===== src/rtl/alarm_controller_pkg.sv =====
// Shared types and time-of-day limits for the alarm controller.
// The state encoding is visible on the state port, so the values are fixed.
package alarm_controller_pkg;

    typedef enum logic [1:0] {
        IDLE    = 2'd0,
        RINGING = 2'd1,
        SNOOZE  = 2'd2
    } alarm_state_e;

    localparam int MAX_SEC      = 59;
    localparam int MAX_MIN      = 59;
    localparam int MAX_HOUR     = 23;
    localparam int SECS_PER_MIN = 60;

    // Increment a time field, wrapping to zero past its maximum.
    function automatic logic [5:0] wrap_inc(input logic [5:0] value, input logic [5:0] max_value);
        return (value == max_value) ? 6'd0 : value + 6'd1;
    endfunction

endpackage


===== src/rtl/alarm_controller_sec_tick_detect.sv =====
// Turns changes of the incoming seconds value into one-cycle tick pulses,
// so the alarm logic runs entirely on the system clock.
module sec_tick_detect (
    input  logic       clk,
    input  logic       clear,
    input  logic [5:0] sec,
    output logic       sec_tick
);

    logic [5:0] sec_prev_q;
    logic [5:0] sec_prev_d;

    always_comb begin
        sec_prev_d = sec;
    end

    always_ff @(posedge clk or posedge clear) begin
        if (clear) begin
            sec_prev_q <= 6'd0;
        end else begin
            sec_prev_q <= sec_prev_d;
        end
    end

    assign sec_tick = (sec != sec_prev_q);

endmodule


===== src/rtl/alarm_controller.sv =====
// Alarm clock controller: user-editable alarm time, ring/snooze/stop FSM
// driven by second ticks derived from the live time-of-day counter.
module alarm_controller
    import alarm_controller_pkg::*;
#(
    parameter int RING_SECS    = 30,
    parameter int SNOOZE_MINS  = 5,
    parameter int DEFAULT_MIN  = 0,
    parameter int DEFAULT_HOUR = 7
) (
    input  logic       clk,
    input  logic       clear,
    input  logic [5:0] sec,
    input  logic [5:0] min,
    input  logic [5:0] hour,
    input  logic       alarm_en,
    input  logic       alarm_set,
    input  logic       adj_min,
    input  logic       adj_hour,
    input  logic       snooze,
    input  logic       stop,
    output logic [5:0] alarm_min,
    output logic [5:0] alarm_hour,
    output logic       ringing,
    output logic [1:0] state
);

    localparam int SNZ_W = $clog2(SNOOZE_MINS * SECS_PER_MIN);
    localparam logic [5:0]       RING_LAST = 6'(RING_SECS - 1);
    localparam logic [SNZ_W-1:0] SNZ_LAST  = SNZ_W'(SNOOZE_MINS * SECS_PER_MIN - 1);

    logic             sec_tick;
    logic             trigger;
    alarm_state_e     state_q, state_d;
    logic [5:0]       alarm_min_q, alarm_min_d;
    logic [5:0]       alarm_hour_q, alarm_hour_d;
    logic [5:0]       ring_cnt_q, ring_cnt_d;
    logic [SNZ_W-1:0] snz_cnt_q, snz_cnt_d;
    logic             ringing_q, ringing_d;

    sec_tick_detect u_sec_tick (
        .clk      (clk),
        .clear    (clear),
        .sec      (sec),
        .sec_tick (sec_tick)
    );

    always_comb begin
        alarm_min_d  = alarm_min_q;
        alarm_hour_d = alarm_hour_q;
        if (alarm_set) begin
            if (adj_min) begin
                alarm_min_d = wrap_inc(alarm_min_q, 6'(MAX_MIN));
            end
            if (adj_hour) begin
                alarm_hour_d = wrap_inc(alarm_hour_q, 6'(MAX_HOUR));
            end
        end
    end

    // Requiring a tick on sec==0 limits triggering to once per minute boundary.
    assign trigger = alarm_en && !alarm_set && sec_tick && (sec == 6'd0) &&
                     (min == alarm_min_q) && (hour == alarm_hour_q);

    always_comb begin
        state_d    = state_q;
        ring_cnt_d = ring_cnt_q;
        snz_cnt_d  = snz_cnt_q;
        if (!alarm_en || alarm_set) begin
            state_d = IDLE;
        end else begin
            case (state_q)
                IDLE: begin
                    if (trigger) begin
                        state_d    = RINGING;
                        ring_cnt_d = 6'd0;
                    end
                end
                RINGING: begin
                    if (stop) begin
                        state_d = IDLE;
                    end else if (snooze) begin
                        state_d   = SNOOZE;
                        snz_cnt_d = '0;
                    end else if (sec_tick) begin
                        if (ring_cnt_q == RING_LAST) begin
                            state_d = IDLE;
                        end else begin
                            ring_cnt_d = ring_cnt_q + 6'd1;
                        end
                    end
                end
                SNOOZE: begin
                    if (stop) begin
                        state_d = IDLE;
                    end else if (sec_tick) begin
                        if (snz_cnt_q == SNZ_LAST) begin
                            state_d    = RINGING;
                            ring_cnt_d = 6'd0;
                        end else begin
                            snz_cnt_d = snz_cnt_q + 1'b1;
                        end
                    end
                end
                default: begin
                    state_d = IDLE;
                end
            endcase
        end
        ringing_d = (state_d == RINGING);
    end

    always_ff @(posedge clk or posedge clear) begin
        if (clear) begin
            state_q      <= IDLE;
            alarm_min_q  <= 6'(DEFAULT_MIN);
            alarm_hour_q <= 6'(DEFAULT_HOUR);
            ring_cnt_q   <= 6'd0;
            snz_cnt_q    <= '0;
            ringing_q    <= 1'b0;
        end else begin
            state_q      <= state_d;
            alarm_min_q  <= alarm_min_d;
            alarm_hour_q <= alarm_hour_d;
            ring_cnt_q   <= ring_cnt_d;
            snz_cnt_q    <= snz_cnt_d;
            ringing_q    <= ringing_d;
        end
    end

    assign alarm_min  = alarm_min_q;
    assign alarm_hour = alarm_hour_q;
    assign ringing    = ringing_q;
    assign state      = state_q;

endmodule


===== config.mk =====
export PLATFORM = sky130hd
export DESIGN_NAME = alarm_controller
export DESIGN_NICKNAME = d
export VERILOG_FILES = /design/src/rtl/alarm_controller_pkg.sv /design/src/rtl/alarm_controller_sec_tick_detect.sv /design/src/rtl/alarm_controller.sv
export SDC_FILE = /design/constraint.sdc
export NUM_CORES = 1
export LEC_CHECK = 0
export BUFFER_PORTS_ARGS = -buffer_cell sky130_fd_sc_hd__buf_2
export CORE_MARGIN = 8
export CORE_UTILIZATION = 45
export CTS_CLUSTER_DIAMETER = 200
export DETAILED_ROUTE_END_ITERATION = 12
export PLACE_DENSITY = 0.67
export SYNTH_ARGS = -nofsm -noshare
export SYNTH_HDL_FRONTEND = slang
export SYNTH_HIERARCHICAL = 1
export SYNTH_SLANG_ARGS = --single-unit

===== constraint.sdc =====
create_clock -name clk -period 2.75 [get_ports clk]
set_input_delay 0 -clock clk [delete_from_list [all_inputs] [get_ports clk]]
set_output_delay 0 -clock clk [all_outputs]
set_load 0.01 [all_outputs]

==> results.json <==
{
  "status": "complete, no violations",
  "p_seq_frac": 0.471,
  "vdd_drop_max_mv": 0.476,
  "clock-sinks": 36,
  "synth-edff-count": 0,
  "fin_nets": 300,
  "tightest_slew_ps": 656,
  "cts_resized": 0,
  "p_per_area_mw_per_mm2": 623,
  "final_max_slew_viol_count": 0,
  "drc_errors": 0,
  "crit-reg2reg-capture": "ring_cnt_q[2]",
  "cp-start-kind": "flop",
  "postLayoutCellArea_mm2": 0.00259,
  "internal_power_mw": 1.09,
  "r2r_slack_ps": 510,
  "num_rows": 25,
  "grt.total_usage": 0.145,
  "postCtsSetupRepairBufs": 0,
  "worst-path-buf-inv": 0,
  "slowest_stage": "or4b_1",
  "io_pins": 41,
  "die_x_um": 85.0,
  "cts-buffers-inserted": 5,
  "cp.depth": 8,
  "fmax_mhz": 446,
  "wl_per_cell_um": 15.0,
  "crit_chain": "xor2_1 -> nor4_1 -> nand3_1 -> or4b_1 -> nor4_1 -> nand4_1 -> a211oi_1 -> o211ai_1",
  "antenna_cells": 0,
  "final_util": 0.556,
  "fin_tns_setup_ps": 0,
  "ys_seq_area_frac": 0.423,
  "grt_overflow": 0,
  "initial_core_util": 0.459,
  "rsz0062_at_grt": "false",
  "root_buffer": "clkbuf_8",
  "worst-endpoint-required_ps": 2920,
  "ant_nets": 0,
  "coreArea_mm2": 0.00466,
  "cp_max_fo": 7,
  "crit_path_end": "ring_cnt_q[2]",
  "power_switching_uw": 526,
  "synth_ff_type": "dfrtp_1",
  "syn_nets": 247,
  "numPortBuffers": 40,
  "path_clk_slew_ps": 80,
  "hpwlAfterDp_mm": 3.62,
  "min_delay_path_depth": 3,
  "hold_buffers": 8,
  "drive_gt1_frac": 0.252,
  "grt_pass1_vias": 1934,
  "combPwrFrac": 0.241,
  "final.fill_count": 389,
  "via_count": 1795,
  "startpoint": "u_sec_tick/sec_prev_q[1]",
  "chipHeight_um": 85.0,
  "min_period_ps": 2240,
  "synthDistinctLibCells": 46,
  "cp.arrival_ps": 2420,
  "htreeDepth": 2,
  "r2r.worst_path.cells": 8,
  "drt_first_pass_iters": 4,
  "grt_max_degree": 31,
  "swShare": 0.325,
  "via_per_inst": 5.54,
  "crit_type": "flop to flop",
  "hold_class": "input port to flop",
  "setup_violations": 0,
  "relSlewSlack": 0.559,
  "cts_tree": "built",
  "setup.worst_path.end_class": "flop",
  "synth_seq_cells": 36,
  "drtIter0Drc": 91,
  "timing.rr.start": "u_sec_tick/sec_prev_q[1]",
  "antenna_found_initial": 0,
  "yosys_warnings": 6,
  "syn_inst": 216,
  "fin_skew_ps": 7.58,
  "syn_avg_cell_area_um2": 9.91,
  "cp_top_family": "simple AND/OR/NAND/NOR gates",
  "async_reset_ff_frac": 1.00,
  "final_cell_count_no_fill": 324,
  "gp_congestion": 0.808,
  "min_period_over_period": 0.816,
  "leakagePower_nw": 1.19,
  "holdWs_ps": 66.6,
  "maxCapViolations": 0,
  "ctsLongestPathBuffers": 2,
  "pwr-share-clk": 0.289,
  "drt_wl_total_mm": 4.88,
  "grt_pass1_wl_mm": 8.57,
  "design.die.area_mm2": 0.00722,
  "place_inst": 308,
  "crit_top_cell": "nor4_1",
  "place_area_mm2": 0.00240,
  "syn2layout_area_growth_pct": 21.0,
  "critPathMaxStageDelay_ps": 470,
  "syn-cell-area_mm2": 0.00214,
  "hold_viol": 0,
  "insertion_delay_ps": 290
}
[registers in the layout, indices dropped and copies added (netlist names)]
| register | count |
|---|---|
| ringing | 1 |
| u_sec_tick/sec_prev_q | 6 |
| ring_cnt_q | 6 |
| alarm_hour | 6 |
| snz_cnt_q | 9 |
| state | 2 |
| alarm_min | 6 |
[worst min-delay path by stage]
stage | slack, ps | start | endpoint
floorplan | -210 | clear | u_sec_tick/sec_prev_q[0]
global placement | -80 | clear | u_sec_tick/sec_prev_q[5]
detailed placement | -70 | clear | u_sec_tick/sec_prev_q[2]
CTS | 60 | alarm_set | alarm_min[5]
global route | 100 | adj_min | alarm_min[5]
finish | 70 | alarm_set | alarm_min[4]
[layout by cell type, fill, tap and decap left out, types with 4 or more instances in the layout]
cell | synthesis | final
and3_1 | 5 | 5
dfrtp_1 | 33 | 33
nor2_1 | 13 | 13
nand3_1 | 19 | 19
nand2_1 | 10 | 10
inv_1 | 6 | 6
nand4_1 | 8 | 8
o21ai_0 | 10 | 10
nand2b_1 | 5 | 5
xnor2_1 | 4 | 4
xor2_1 | 25 | 25
o211ai_1 | 6 | 6
nor4_1 | 4 | 4
buf_2 | 1 | 40
dlygate4sd3_1 | 0 | 8
clkbuf_8 | 0 | 5
a21oi_1 | 5 | 5
ha_1 | 5 | 5
nor3_1 | 8 | 8
[tightest hold or removal path, stage by stage]
cell and delay [ps]:
buf_2 140, nand4_1 90, o21ai_0 90
[synth_stat cells, types with 5 or more instances]
cell,n,area [um^2]
a21oi_1,5,25.0
and3_1,5,31.3
dfrtp_1,33,826
ha_1,5,62.6
inv_1,6,22.5
nand2_1,10,37.5
nand2b_1,5,31.3
nand3_1,19,95.1
nand4_1,8,50.1
nor2_1,13,48.8
nor3_1,8,40.0
o211ai_1,6,45.0
o21ai_0,10,50.1
xor2_1,25,219
[logic make-up after synthesis]
kind of cell | synth area share
AO/OA/AOI/OAI | 0.138
adder cells (fa/ha/maj) | 0.0292
XOR/XNOR | 0.119
buffers and inverters | 0.0251
flip-flops | 0.423
multiplexers | 0.0105
AND/OR/NAND/NOR | 0.256
[area by class of cell]
cell class / count / area (um^2) / area share
clock buffer: 5 / 68.8 / 0.0266
clock inverter: 3 / 42.5 / 0.0164
inverter: 6 / 22.5 / 0.00869
multi-input combinational: 169 / 1180 / 0.456
sequential: 36 / 905 / 0.349
tap: 54 / 67.6 / 0.0261
timing repair buffer: 51 / 303 / 0.117
[power by group through the flow]
stage,Combinational [mW],Clock [mW],Sequential (mW)
2_1_floorplan,0.207,0,0.776
3_3_place_gp,0.382,0,0.769
3_5_place_dp,0.390,0,0.766
4_1_cts,0.399,0.480,0.760
5_1_grt,0.440,0.499,0.774
6_report,0.389,0.467,0.760
[stage by stage]
step	total power, mW	setup WS [ps]
2_1_floorplan	0.983	782
6_report	1.62	506
3_5_place_dp	1.16	492
3_3_place_gp	1.15	605
4_1_cts	1.64	482
5_1_grt	1.71	308
[layer usage]
metal | part of all wire | wire length [um] | track usage | vias up
li1 | - | - | - | 905
met1 | 0.48 | 2350 | 0.185 | 842
met2 | 0.46 | 2240 | 0.227 | 42
met3 | 0.045 | 220 | 0.0434 | 6
met4 | 0.013 | 63 | 0.0502 | 0
met5 | 0 | 0 | 0 | -
Power figures use the tool's default switching activity.
